$ cat src/rtl/csi2_stat_pkg.sv
`default_nettype none
// ============================================================================
// Module   : csi2_stat_pkg
// Purpose  : Shared types and constants for the CSI-2 statistics monitor.
//            Holds the frame-tracking FSM encoding, the default widths and
//            the all-ones seed used for the min_* statistics.
// Ports    : none (package)
// Revision : 1.0 - initial release
// ============================================================================
package csi2_stat_pkg;

  typedef enum logic [0:0] {
    WAIT_SOF = 1'b0,
    IN_FRAME = 1'b1
  } stat_state_e;

  localparam int DEF_CNT_WIDTH  = 32;
  localparam int DEF_ERR_CH     = 3;
  localparam int DEF_FPS_WINDOW = 74250000;
  localparam int DEF_FPS_WIDTH  = 8;

  // All-ones seed for min_* statistics; users slice the low CNT_WIDTH bits,
  // so counter widths above MIN_INIT_W are not supported.
  localparam int                    MIN_INIT_W = 64;
  localparam logic [MIN_INIT_W-1:0] MIN_INIT   = '1;

endpackage
`default_nettype wire

$ cat src/rtl/csi2_sat_cnt.sv
`default_nettype none
// ============================================================================
// Module   : csi2_sat_cnt
// Purpose  : Saturating up-counter. Holds at all-ones instead of wrapping.
// Ports    : clk_i  - clock
//            srst_i - synchronous active-high reset
//            clr_i  - synchronous clear, wins over inc_i
//            inc_i  - increment request
//            cnt_o  - current count
//            sat_o  - increment requested while already at all-ones
// Revision : 1.0 - initial release
// ============================================================================
module csi2_sat_cnt #(
  parameter int WIDTH = 8
) (
  input  logic             clk_i,
  input  logic             srst_i,
  input  logic             clr_i,
  input  logic             inc_i,
  output logic [WIDTH-1:0] cnt_o,
  output logic             sat_o
);

  logic [WIDTH-1:0] cnt_q;
  logic [WIDTH-1:0] cnt_d;
  logic             w_at_max;

  assign w_at_max = &cnt_q;
  // Flags the lost event even when clr_i lands on the same cycle, so a
  // window-terminal increment at full scale is still reported.
  assign sat_o    = inc_i & w_at_max;

  always_comb begin
    cnt_d = cnt_q;
    if (clr_i) begin
      cnt_d = '0;
    end else if (inc_i && !w_at_max) begin
      cnt_d = cnt_q + WIDTH'(1);
    end
  end

  always_ff @(posedge clk_i) begin
    if (srst_i) begin
      cnt_q <= '0;
    end else begin
      cnt_q <= cnt_d;
    end
  end

  assign cnt_o = cnt_q;

endmodule
`default_nettype wire

$ cat src/rtl/csi2_stat_mon.sv
`default_nettype none
// ============================================================================
// Module   : csi2_stat_mon
// Purpose  : Snoops an AXI4-Stream video bus and receiver error strobes and
//            accumulates line/frame geometry, error counts, a frame counter
//            and a frames-per-window meter. All counters saturate and raise
//            a sticky overflow flag.
// Ports    : clk_i, srst_i          - pixel clock, sync active-high reset
//            clear_stat_i           - one-cycle pulse, clears statistics
//            video_t*_i             - snooped stream handshake/markers
//            err_i[ERR_CH]          - error strobes, one event per cycle
//            err_cnt_o              - packed per-channel error counts
//            max/min_px_per_ln_o    - line length extremes (beats)
//            max/min_ln_per_frame_o - frame height extremes (lines)
//            frame_cnt_o            - completed frames
//            fps_o                  - SOF count of the last full window
//            stat_valid_o           - at least one frame completed
//            overflow_o             - sticky saturation flag
// Revision : 1.0 - initial release
// ============================================================================
module csi2_stat_mon
  import csi2_stat_pkg::*;
#(
  parameter int CNT_WIDTH  = DEF_CNT_WIDTH,
  parameter int ERR_CH     = DEF_ERR_CH,
  parameter int FPS_WINDOW = DEF_FPS_WINDOW,
  parameter int FPS_WIDTH  = DEF_FPS_WIDTH
) (
  input  logic                        clk_i,
  input  logic                        srst_i,
  input  logic                        clear_stat_i,
  input  logic                        video_tvalid_i,
  input  logic                        video_tready_i,
  input  logic                        video_tlast_i,
  input  logic                        video_tuser_i,
  input  logic [ERR_CH-1:0]           err_i,
  output logic [ERR_CH*CNT_WIDTH-1:0] err_cnt_o,
  output logic [CNT_WIDTH-1:0]        max_px_per_ln_o,
  output logic [CNT_WIDTH-1:0]        min_px_per_ln_o,
  output logic [CNT_WIDTH-1:0]        max_ln_per_frame_o,
  output logic [CNT_WIDTH-1:0]        min_ln_per_frame_o,
  output logic [CNT_WIDTH-1:0]        frame_cnt_o,
  output logic [FPS_WIDTH-1:0]        fps_o,
  output logic                        stat_valid_o,
  output logic                        overflow_o
);

  localparam int                   WIN_W      = $clog2(FPS_WINDOW);
  localparam logic [WIN_W-1:0]     c_WIN_LAST = WIN_W'(FPS_WINDOW - 1);
  localparam logic [CNT_WIDTH-1:0] c_MIN_INIT = MIN_INIT[CNT_WIDTH-1:0];

  stat_state_e          state_q, state_d;
  logic [CNT_WIDTH-1:0] px_cnt_q, px_cnt_d, ln_cnt_q, ln_cnt_d;
  logic [CNT_WIDTH-1:0] max_px_q, max_px_d, min_px_q, min_px_d;
  logic [CNT_WIDTH-1:0] max_ln_q, max_ln_d, min_ln_q, min_ln_d;
  logic                 stat_valid_q, stat_valid_d, overflow_q, overflow_d;
  logic [WIN_W-1:0]     win_cnt_q, win_cnt_d;
  logic [FPS_WIDTH-1:0] fps_q, fps_d;

  logic                 w_beat, w_sof, w_win_last;
  logic                 w_px_at_max, w_ln_at_max;
  logic [CNT_WIDTH-1:0] w_px_plus1, w_ln_plus1, w_line_len;
  logic                 w_line_done, w_frame_done, w_ovf_evt;
  logic [FPS_WIDTH-1:0] w_sof_cnt, w_sof_total;
  logic                 w_sof_sat, w_frame_sat;
  logic [ERR_CH-1:0]    w_err_inc, w_err_sat;

  // Everything presented in the clear cycle is dropped, SOF beats included.
  assign w_beat     = video_tvalid_i & video_tready_i & ~clear_stat_i;
  assign w_sof      = w_beat & video_tuser_i;
  assign w_win_last = (win_cnt_q == c_WIN_LAST);
  assign w_err_inc  = err_i & {ERR_CH{~clear_stat_i}};

  assign w_px_at_max = &px_cnt_q;
  assign w_ln_at_max = &ln_cnt_q;
  assign w_px_plus1  = w_px_at_max ? px_cnt_q : px_cnt_q + CNT_WIDTH'(1);
  assign w_ln_plus1  = w_ln_at_max ? ln_cnt_q : ln_cnt_q + CNT_WIDTH'(1);

  for (genvar k = 0; k < ERR_CH; k++) begin : g_err
    csi2_sat_cnt #(.WIDTH(CNT_WIDTH)) u_err_cnt (
      .clk_i  (clk_i),
      .srst_i (srst_i),
      .clr_i  (clear_stat_i),
      .inc_i  (w_err_inc[k]),
      .cnt_o  (err_cnt_o[k*CNT_WIDTH +: CNT_WIDTH]),
      .sat_o  (w_err_sat[k])
    );
  end

  csi2_sat_cnt #(.WIDTH(CNT_WIDTH)) u_frame_cnt (
    .clk_i  (clk_i),
    .srst_i (srst_i),
    .clr_i  (clear_stat_i),
    .inc_i  (w_frame_done),
    .cnt_o  (frame_cnt_o),
    .sat_o  (w_frame_sat)
  );

  // SOF counter restarts at each window end; clear_stat_i does not touch it.
  csi2_sat_cnt #(.WIDTH(FPS_WIDTH)) u_sof_cnt (
    .clk_i  (clk_i),
    .srst_i (srst_i),
    .clr_i  (w_win_last),
    .inc_i  (w_sof),
    .cnt_o  (w_sof_cnt),
    .sat_o  (w_sof_sat)
  );

  // Window result includes an SOF landing on the terminal cycle itself.
  assign w_sof_total = (w_sof && !(&w_sof_cnt)) ? w_sof_cnt + FPS_WIDTH'(1) : w_sof_cnt;

  always_comb begin
    win_cnt_d = w_win_last ? '0 : win_cnt_q + WIN_W'(1);
    fps_d     = w_win_last ? w_sof_total : fps_q;
  end

  always_comb begin
    state_d      = state_q;
    px_cnt_d     = px_cnt_q;
    ln_cnt_d     = ln_cnt_q;
    max_px_d     = max_px_q;
    min_px_d     = min_px_q;
    max_ln_d     = max_ln_q;
    min_ln_d     = min_ln_q;
    stat_valid_d = stat_valid_q;
    w_line_done  = 1'b0;
    w_line_len   = '0;
    w_frame_done = 1'b0;
    w_ovf_evt    = 1'b0;

    if (state_q == IN_FRAME && w_beat) begin
      if (video_tuser_i) begin
        // SOF closes the running frame; an unterminated last line is lost.
        w_frame_done = 1'b1;
        stat_valid_d = 1'b1;
        if (ln_cnt_q != '0) begin
          if (ln_cnt_q > max_ln_q) max_ln_d = ln_cnt_q;
          if (ln_cnt_q < min_ln_q) min_ln_d = ln_cnt_q;
        end
      end else if (video_tlast_i) begin
        w_line_done = 1'b1;
        w_line_len  = w_px_plus1;
        px_cnt_d    = '0;
        ln_cnt_d    = w_ln_plus1;
        w_ovf_evt   = w_px_at_max | w_ln_at_max;
      end else begin
        px_cnt_d  = w_px_plus1;
        w_ovf_evt = w_px_at_max;
      end
    end

    // Frame (re)start, common to both states.
    if (w_sof) begin
      state_d = IN_FRAME;
      if (video_tlast_i) begin
        w_line_done = 1'b1;
        w_line_len  = CNT_WIDTH'(1);
        px_cnt_d    = '0;
        ln_cnt_d    = CNT_WIDTH'(1);
      end else begin
        px_cnt_d = CNT_WIDTH'(1);
        ln_cnt_d = '0;
      end
    end

    if (w_line_done) begin
      if (w_line_len > max_px_q) max_px_d = w_line_len;
      if (w_line_len < min_px_q) min_px_d = w_line_len;
    end

    overflow_d = overflow_q | w_ovf_evt | w_frame_sat | w_sof_sat | (|w_err_sat);

    if (clear_stat_i) begin
      state_d      = WAIT_SOF;
      px_cnt_d     = '0;
      ln_cnt_d     = '0;
      max_px_d     = '0;
      min_px_d     = c_MIN_INIT;
      max_ln_d     = '0;
      min_ln_d     = c_MIN_INIT;
      stat_valid_d = 1'b0;
      overflow_d   = 1'b0;
    end
  end

  always_ff @(posedge clk_i) begin
    if (srst_i) begin
      state_q      <= WAIT_SOF;
      px_cnt_q     <= '0;
      ln_cnt_q     <= '0;
      max_px_q     <= '0;
      min_px_q     <= c_MIN_INIT;
      max_ln_q     <= '0;
      min_ln_q     <= c_MIN_INIT;
      stat_valid_q <= 1'b0;
      overflow_q   <= 1'b0;
      win_cnt_q    <= '0;
      fps_q        <= '0;
    end else begin
      state_q      <= state_d;
      px_cnt_q     <= px_cnt_d;
      ln_cnt_q     <= ln_cnt_d;
      max_px_q     <= max_px_d;
      min_px_q     <= min_px_d;
      max_ln_q     <= max_ln_d;
      min_ln_q     <= min_ln_d;
      stat_valid_q <= stat_valid_d;
      overflow_q   <= overflow_d;
      win_cnt_q    <= win_cnt_d;
      fps_q        <= fps_d;
    end
  end

  assign max_px_per_ln_o    = max_px_q;
  assign min_px_per_ln_o    = min_px_q;
  assign max_ln_per_frame_o = max_ln_q;
  assign min_ln_per_frame_o = min_ln_q;
  assign fps_o              = fps_q;
  assign stat_valid_o       = stat_valid_q;
  assign overflow_o         = overflow_q;

endmodule
`default_nettype wire

$ cat config.mk
export PLATFORM = sky130hd
export DESIGN_NAME = csi2_stat_mon
export DESIGN_NICKNAME = d
export VERILOG_FILES = /design/src/rtl/csi2_stat_pkg.sv /design/src/rtl/csi2_sat_cnt.sv /design/src/rtl/csi2_stat_mon.sv
export SDC_FILE = /design/constraint.sdc
export NUM_CORES = 1
export LEC_CHECK = 0
export ABC_AREA = 1
export BUFFER_PORTS_ARGS = -buffer_cell sky130_fd_sc_hd__buf_2
export CORE_MARGIN = 3
export CORE_UTILIZATION = 55
export CTS_CLUSTER_DIAMETER = 40
export DETAILED_ROUTE_END_ITERATION = 16
export PLACE_DENSITY = 0.77
export SLEW_MARGIN = 20
export SYNTH_ARGS = -nofsm -noshare
export SYNTH_HDL_FRONTEND = slang
export SYNTH_SLANG_ARGS = --single-unit
$ cat constraint.sdc
create_clock -name clk_i -period 6.6 [get_ports clk_i]
set_clock_uncertainty 0.1 [all_clocks]
set_input_delay 0 -clock clk_i [delete_from_list [all_inputs] [get_ports clk_i]]
set_output_delay 0 -clock clk_i [all_outputs]
set_load 0.03 [all_outputs]
==> metrics.cfg, run 1 <==
[run_status]
outcome=complete, no violations

[setup_path]
rr_endpoint=max_px_per_ln_o[6]
crit_start=video_tready_i
r2r_setup_slack_ns=1.85
worstSetupPathType=input pin to flip-flop
reg2regPathDepth=22
r2r_start=px_cnt_q[0]
worstPathArrival_ns=6.06
path_max_fanout=40
crit_end=max_px_per_ln_o[6]
cp.required_ns=7.02
start_kind=input pin
cp-end-kind=flip-flop

[sta]
whs_ns=0.02576
hold_viol=0
tightest_slew_ns=0.9963
setup_viol=0
slew_violations=0
fin_crit_sh_pct=85.56
min_period_ns=5.647
fin_setup_tns_ns=0
grt_setup_unrepaired=false
fmax_mhz=177.1
relSlewSlack_pct=33.58

[clock_network]
cts_buffers=55
cts_max_level=2
tritoncts=yes
clock-sinks=366
clk_pin_slew_ns=0.06
clk_latency_ns=0.59
cts.repair.resized=0
clockBufferDepth=3
post_cts_buffers=0
clockRootBuffer=clkbuf_16

[grt]
grt_overflow=0
antenna_found_initial=0
grt_pass1_vias=19550
grt_use_total_pct=29.01
grt_max_degree=164
grt_pass1_wl_mm=95.14

[route]
routedWlPerCell_um=15.65
drtIter0Drc=1419
ant_nets=0
drc_errors=0
viasPerCell=5.553
vias=20360
drt_wl_total_mm=57.40
dr.pass1.iters=5

[synth]
ys_seq_elements=366
ys_types=58
synthTopCellsByArea=dfxtp_1 (36%), nand2_1 (10%), ha_1 (8.4%)
synth_area_um2=20160
synth_top_area_share_pct=36.35
synth-edff-count=0
ys_async_sr_fraction_pct=0
syn_inst=2890
synth.avg_cell_area_um2=6.975
synth_flop_cell=dfxtp_1
synth_top_area_cell=dfxtp_1
synth-seq-area-share_pct=36.35
yosysWarnings=0
synth_nets=3035

[cells_and_area]
drive_gt1_share_pct=13.85
post-route-util_pct=66.99
final_cell_area_um2=24000
nets=3305
antenna_cells=0
syn_to_final_growth_pct=19.07

[floorplan]
boundaryPins=276
die_h_um=197.4
die_area_um2=38980
die_w_um=197.4
start_util_pct=56.26
coreArea_um2=35830
rows=69

[place]
io_buffers=275
routabilityCongestion=0.9370
hpwl_mm=41.43
place_area_um2=21890

[job]
max_cap_violations=0

[pwr]
vdd_drop_max_uv=226.7
p_leak_nw=10.44
p_total_w=0.005487
powerDensity_nw_per_um2=228.6

[worst_hold_path]
hold_path_depth=4
hold_class=input pin to flip-flop

==> routing by layer <==
layer,up-vias,share of wire (%),global-route usage [%]
met5,-,0,0
met4,0,3.1,10.56
met3,128,7.3,6.277
met2,657,47,48.77
met1,9430,43,36.81
li1,10150,-,-
==> power by group <==
group | internal [W] | switching (W)
clock network | 0.00205 | 0.00111
registers | 0.00222 | 0.00000462
logic | 0.0000252 | 0.0000794
total | 0.00429 | 0.00120
==> cells in the final DEF (no fill, tap or decap), types with 6 or more instances in the layout <==
| master | synthesis | routed |
|---|---|---|
| xor2_1 | 41 | 41 |
| clkbuf_16 | 0 | 57 |
| o21a_1 | 18 | 18 |
| nand2_2 | 12 | 14 |
| nor3_2 | 9 | 8 |
| inv_6 | 0 | 7 |
| buf_4 | 3 | 10 |
| buf_2 | 4 | 275 |
| a21oi_1 | 274 | 274 |
| nand3_1 | 233 | 233 |
| xnor2_1 | 19 | 19 |
| a211oi_1 | 15 | 15 |
| o21ai_0 | 130 | 130 |
| nand4_1 | 61 | 61 |
| nand2_1 | 550 | 548 |
| and3_1 | 6 | 6 |
| bufinv_16 | 0 | 10 |
| clkbuf_8 | 0 | 6 |
| nor3b_1 | 10 | 10 |
| ha_1 | 135 | 135 |
| nor3_1 | 116 | 116 |
| nor2_1 | 274 | 272 |
| nor4_1 | 46 | 45 |
| inv_1 | 404 | 404 |
| clkinv_2 | 0 | 7 |
| dfxtp_1 | 366 | 366 |
| nor2_2 | 13 | 14 |
| dlygate4sd3_1 | 0 | 9 |
| a31oi_1 | 9 | 8 |
==> how the worst min path moves through the flow <==
stage                        from                     endpoint  slack, ns
floorplan                  srst_i                win_cnt_q[24]       0.14
global placement     win_cnt_q[0]                 win_cnt_q[0]       0.32
detailed placement  video_tlast_i                  px_cnt_q[0]       0.31
CTS                  clear_stat_i  g_err[0].u_err_cnt.cnt_o[1]       0.02
global route         clear_stat_i          min_px_per_ln_o[26]       0.06
finish               clear_stat_i          min_px_per_ln_o[26]       0.03
==> area by class of cell <==
cell class                 instances  area [µm²]
multi-input combinational       2030       10970
clock inverter                    35       491.7
timing repair buffer             295        1562
clock buffer                      68        1528
inverter                         412        1549
sequential                       366        7327
tap                              461       576.8
fill                            3161       11830
==> critical path, cell delays in order <==
cell           delay (ns)
dlygate4sd3_1        0.52
buf_2                0.09
nand2_1              0.04
dlygate4sd3_1        0.55
nor2_2               0.15
dlygate4sd3_1        0.68
nand2_1              0.13
nor2_1               0.21
nand2_1              0.49
buf_4                0.39
nor2_1               0.29
ha_1                 0.31
inv_1                0.06
o21bai_1             0.05
a221oi_1             0.31
o21ai_0              0.18
nand2_1              0.09
o211ai_1             0.11
nand2_1              0.08
nand2_1              0.05
nand2_1              0.48
buf_4                0.45
o21ai_0              0.15
a21oi_1              0.17
==> stage by stage <==
step | setup WS (ns) | std cells
finish | 0.9528 | 3667
CTS | 1.076 | 3667
global route | 0.5051 | 3667
detailed placement | 1.925 | 3555
floorplan | 2.887 | 2890
global placement | 2.101 | 3555
==> registers in the layout (all words and copies together), names as in the netlist <==
signal / cells
win_cnt_q: 27
max_ln_per_frame_o: 32
stat_valid_o: 1
u_sof_cnt.cnt_o: 8
max_px_per_ln_o: 32
g_err.u_err_cnt.cnt_o: 96
fps_o: 8
u_frame_cnt.cnt_o: 32
state_q: 1
overflow_o: 1
px_cnt_q: 32
ln_cnt_q: 32
min_ln_per_frame_o: 32
min_px_per_ln_o: 32
==> synth_stat cells (2+ instances only) <==
master and instances:
nand2_4 3, a31oi_1 9, nor4b_1 2, nand2_2 12, buf_2 4, nor2_1 274, inv_2 4, a21oi_1 274
nand3_1 233, o21ai_1 4, o21ai_0 130, buf_4 3, xor2_1 41, o41ai_1 2, nor4_1 46, o21a_1 18
clkinv_1 4, ha_1 135, xnor2_1 19, nand3b_1 3, a221oi_1 5, or4_1 2, a2bb2oi_1 5, nor3_1 116
o221ai_1 2, nor3_2 9, o211ai_1 5, inv_1 404, nand2_1 550, a211oi_2 2, nor2_4 2, nor3b_1 10
nor4_2 2, buf_1 5, and2_1 4, nor2_2 13, dfxtp_1 366, nand4_1 61, clkbuf_1 66, a211oi_1 15
buf_6 4, and3_1 6
==> what timing repair did <==
| item | CTS | global route |
|---|---|---|
| setup endpoints to repair | 0 | 0 |
| endpoints found under the hold margin | 47 | 0 |
| hold buffers | 9 | 0 |
==> cells by family after synthesis <==
group | synth area share, %
adders and majority gates | 8.379
xor gates and xnor gates | 2.607
AOI/OAI and AO/OA | 13.03
and+or+nand+nor | 30.16
buffers and inverters | 9.428
muxes | 0.04966
DFF | 36.35
(Power assumes the default switching activity.)
==> run 2, diff against run 1 <==
--- a/config.mk
+++ b/config.mk
@@ -7,11 +7,13 @@
 export LEC_CHECK = 0
 export ABC_AREA = 1
 export BUFFER_PORTS_ARGS = -buffer_cell sky130_fd_sc_hd__buf_2
+export CELL_PAD_IN_SITES_DETAIL_PLACEMENT = 1
+export CELL_PAD_IN_SITES_GLOBAL_PLACEMENT = 2
 export CORE_MARGIN = 3
-export CORE_UTILIZATION = 55
+export CORE_UTILIZATION = 35
 export CTS_CLUSTER_DIAMETER = 40
 export DETAILED_ROUTE_END_ITERATION = 16
-export PLACE_DENSITY = 0.77
+export PLACE_DENSITY_LB_ADDON = 0.1
 export SLEW_MARGIN = 20
 export SYNTH_ARGS = -nofsm -noshare
 export SYNTH_HDL_FRONTEND = slang
==> run 2 against run 1 <==
Combinational power grew 6%. Register-to-register slack lost 0.23 ns. Sequential share of layout area decreased by 1.6 points. Clock power increased by 39%. Via count up 0.79%. Clock-buffer cell count rose by 37. Final area is 5.6% higher. Setup slack better by 0.66 ns. Largest cell class unchanged.
==> metrics.cfg, run 2 (synthesized netlist as in run 1, its figures left out) <==
[setup_path]
crit_family=simple AND/OR/NAND/NOR gates
worstSetupPathType=flip-flop to flip-flop
worstPathArrival_ns=5.36
path_max_fanout=60
rr_endpoint=max_px_per_ln_o[0]
cp.required_ns=6.97
crit_start=px_cnt_q[0]
cp_cell_sequence=ha_1, inv_1, nor2_2, nand2_1, nor2_4, o21ai_2, nor3_2, nand2_1, nor2_2, nand4_1, xor2_1, nor2_2, ha_1, nand2_1, nor2_1, nand4_1, nor4_1, a32oi_1, nand2_2, inv_1, o21ai_0, a21oi_1
start_kind=flip-flop
r2r_setup_slack_ns=1.62
cp_slowest_stage_delay_ns=0.81
critPathBufInv=2
cp_slowest_cell=nand2_2
r2r_start=px_cnt_q[0]
cp-end-kind=flip-flop
reg2regPathDepth=22

[clock_network]
cts_buffers=83
cts.repair.resized=0
tritoncts=yes
clk_latency_ns=0.61
clk_pin_slew_ns=0.04
cts_hold_buf=10
clockBufferDepth=3
clock-sinks=366
cts_max_level=3
clockRootBuffer=clkbuf_16
post_cts_buffers=0

[grt]
grt_pass1_vias=21530
grt_pass1_wl_mm=114.3
grt_max_degree=85
grt_use_total_pct=23.24
grt_overflow=0
antenna_found_initial=0

[floorplan]
rows=87
die_area_um2=60510
die_w_um=246.0
start_util_pct=35.54
die_h_um=246.0
boundaryPins=276
coreArea_um2=56710

[sta]
fin_setup_tns_ns=0
slew_violations=0
relSlewSlack_pct=26.28
fmax_mhz=200.7
whs_ns=0.05320
grt_setup_unrepaired=false
tightest_slew_ns=1.106
setup_viol=0
fin_crit_sh_pct=75.50
hold_viol=0
min_period_ns=4.983

[place]
routabilityCongestion=0.8159
hpwl_mm=52.42
io_buffers=275

[worst_hold_path]
hold_end=g_err[2].u_err_cnt.cnt_o[19]
hold_class=input pin to flip-flop
worstHoldStart=err_i[2]
hold_path_depth=6

[cells_and_area]
layout_common_cells=nand2_1 (549), inv_1 (404), dfxtp_1 (366)
nets=3335
largest_reg_flops=96
syn_to_final_growth_pct=25.75
drive_gt1_share_pct=15.07
final_common_cell=nand2_1

[route]
viasPerCell=5.112
drtIter0Drc=710
vias=20520
dr.pass1.iters=5
ant_nets=0
drt_wl_total_mm=70.95
drc_errors=0
routedWlPerCell_um=17.67

[job]
max_cap_violations=0

[pwr]
p_total_w=0.006731
vdd_drop_max_uv=193.2
powerDensity_nw_per_um2=265.5
p_leak_nw=10.91

[run_status]
outcome=complete, no violations

run 2: metrics by stage:
step / instances / instance area, µm² / setup WS (ns) / utilization, %
after floorplan: 2890 / 20160 / 2.887 / -
after global placement: 3851 / 22260 / 1.837 / 39.25
after detailed placement: 3851 / 22270 / 1.644 / 39.27
after CTS: 4014 / 25350 / 1.611 / 44.69
after global routing: 4014 / 25350 / 1.019 / 44.69
final: 4015 / 25350 / 1.617 / 44.70
run 2: final cells by class:
cell class                      instances  area (µm²)
Fill cell                            7196       31360
Inverter                              412        1549
Clock buffer                          105        2312
Multi-Input combinational cell       2030       10980
Clock inverter                         48       665.6
Antenna cell                            1       2.502
Sequential cell                       366        7327
Tap cell                              756       945.9
Timing Repair Buffer                  297        1567
run 2: metal layers:
metal	vias up	wire length, µm	track usage [%]
met1	9832	31440	28.30
met4	0	2111	7.433
met5	-	0	0
li1	10240	-	-
met2	322	33590	39.68
met3	130	3814	6.334
run 2: worst reg2reg max path, stage by stage, from the launching register on:
cell,delay [ns]
dfxtp_1,0.36
ha_1,0.19
inv_1,0.08
nor2_2,0.23
nand2_1,0.13
nor2_4,0.15
o21ai_2,0.10
nor3_2,0.22
nand2_1,0.16
nor2_2,0.19
nand4_1,0.13
xor2_1,0.24
nor2_2,0.10
ha_1,0.29
nand2_1,0.06
nor2_1,0.16
nand4_1,0.21
nor4_1,0.25
a32oi_1,0.15
nand2_2,0.81
inv_1,0.25
o21ai_0,0.25
a21oi_1,0.06
run 2: worst max-delay path by stage:
stage                               end  slack, ns  depth (start not counted)
detailed placement  max_px_per_ln_o[21]       1.64                         22
finish               max_px_per_ln_o[0]       1.62                         22
CTS                  max_px_per_ln_o[0]       1.61                         22
global route         max_px_per_ln_o[0]       1.02                         21
global placement    max_px_per_ln_o[29]       1.84                         22
floorplan           max_px_per_ln_o[15]       2.89                         22
run 2: report_power, final:
part,total (W),internal [W],switching (W)
combinational,0.000111,0.0000254,0.0000853
clock,0.00439,0.00302,0.00138
sequential,0.00223,0.00222,0.00000462
total,0.00673,0.00526,0.00147
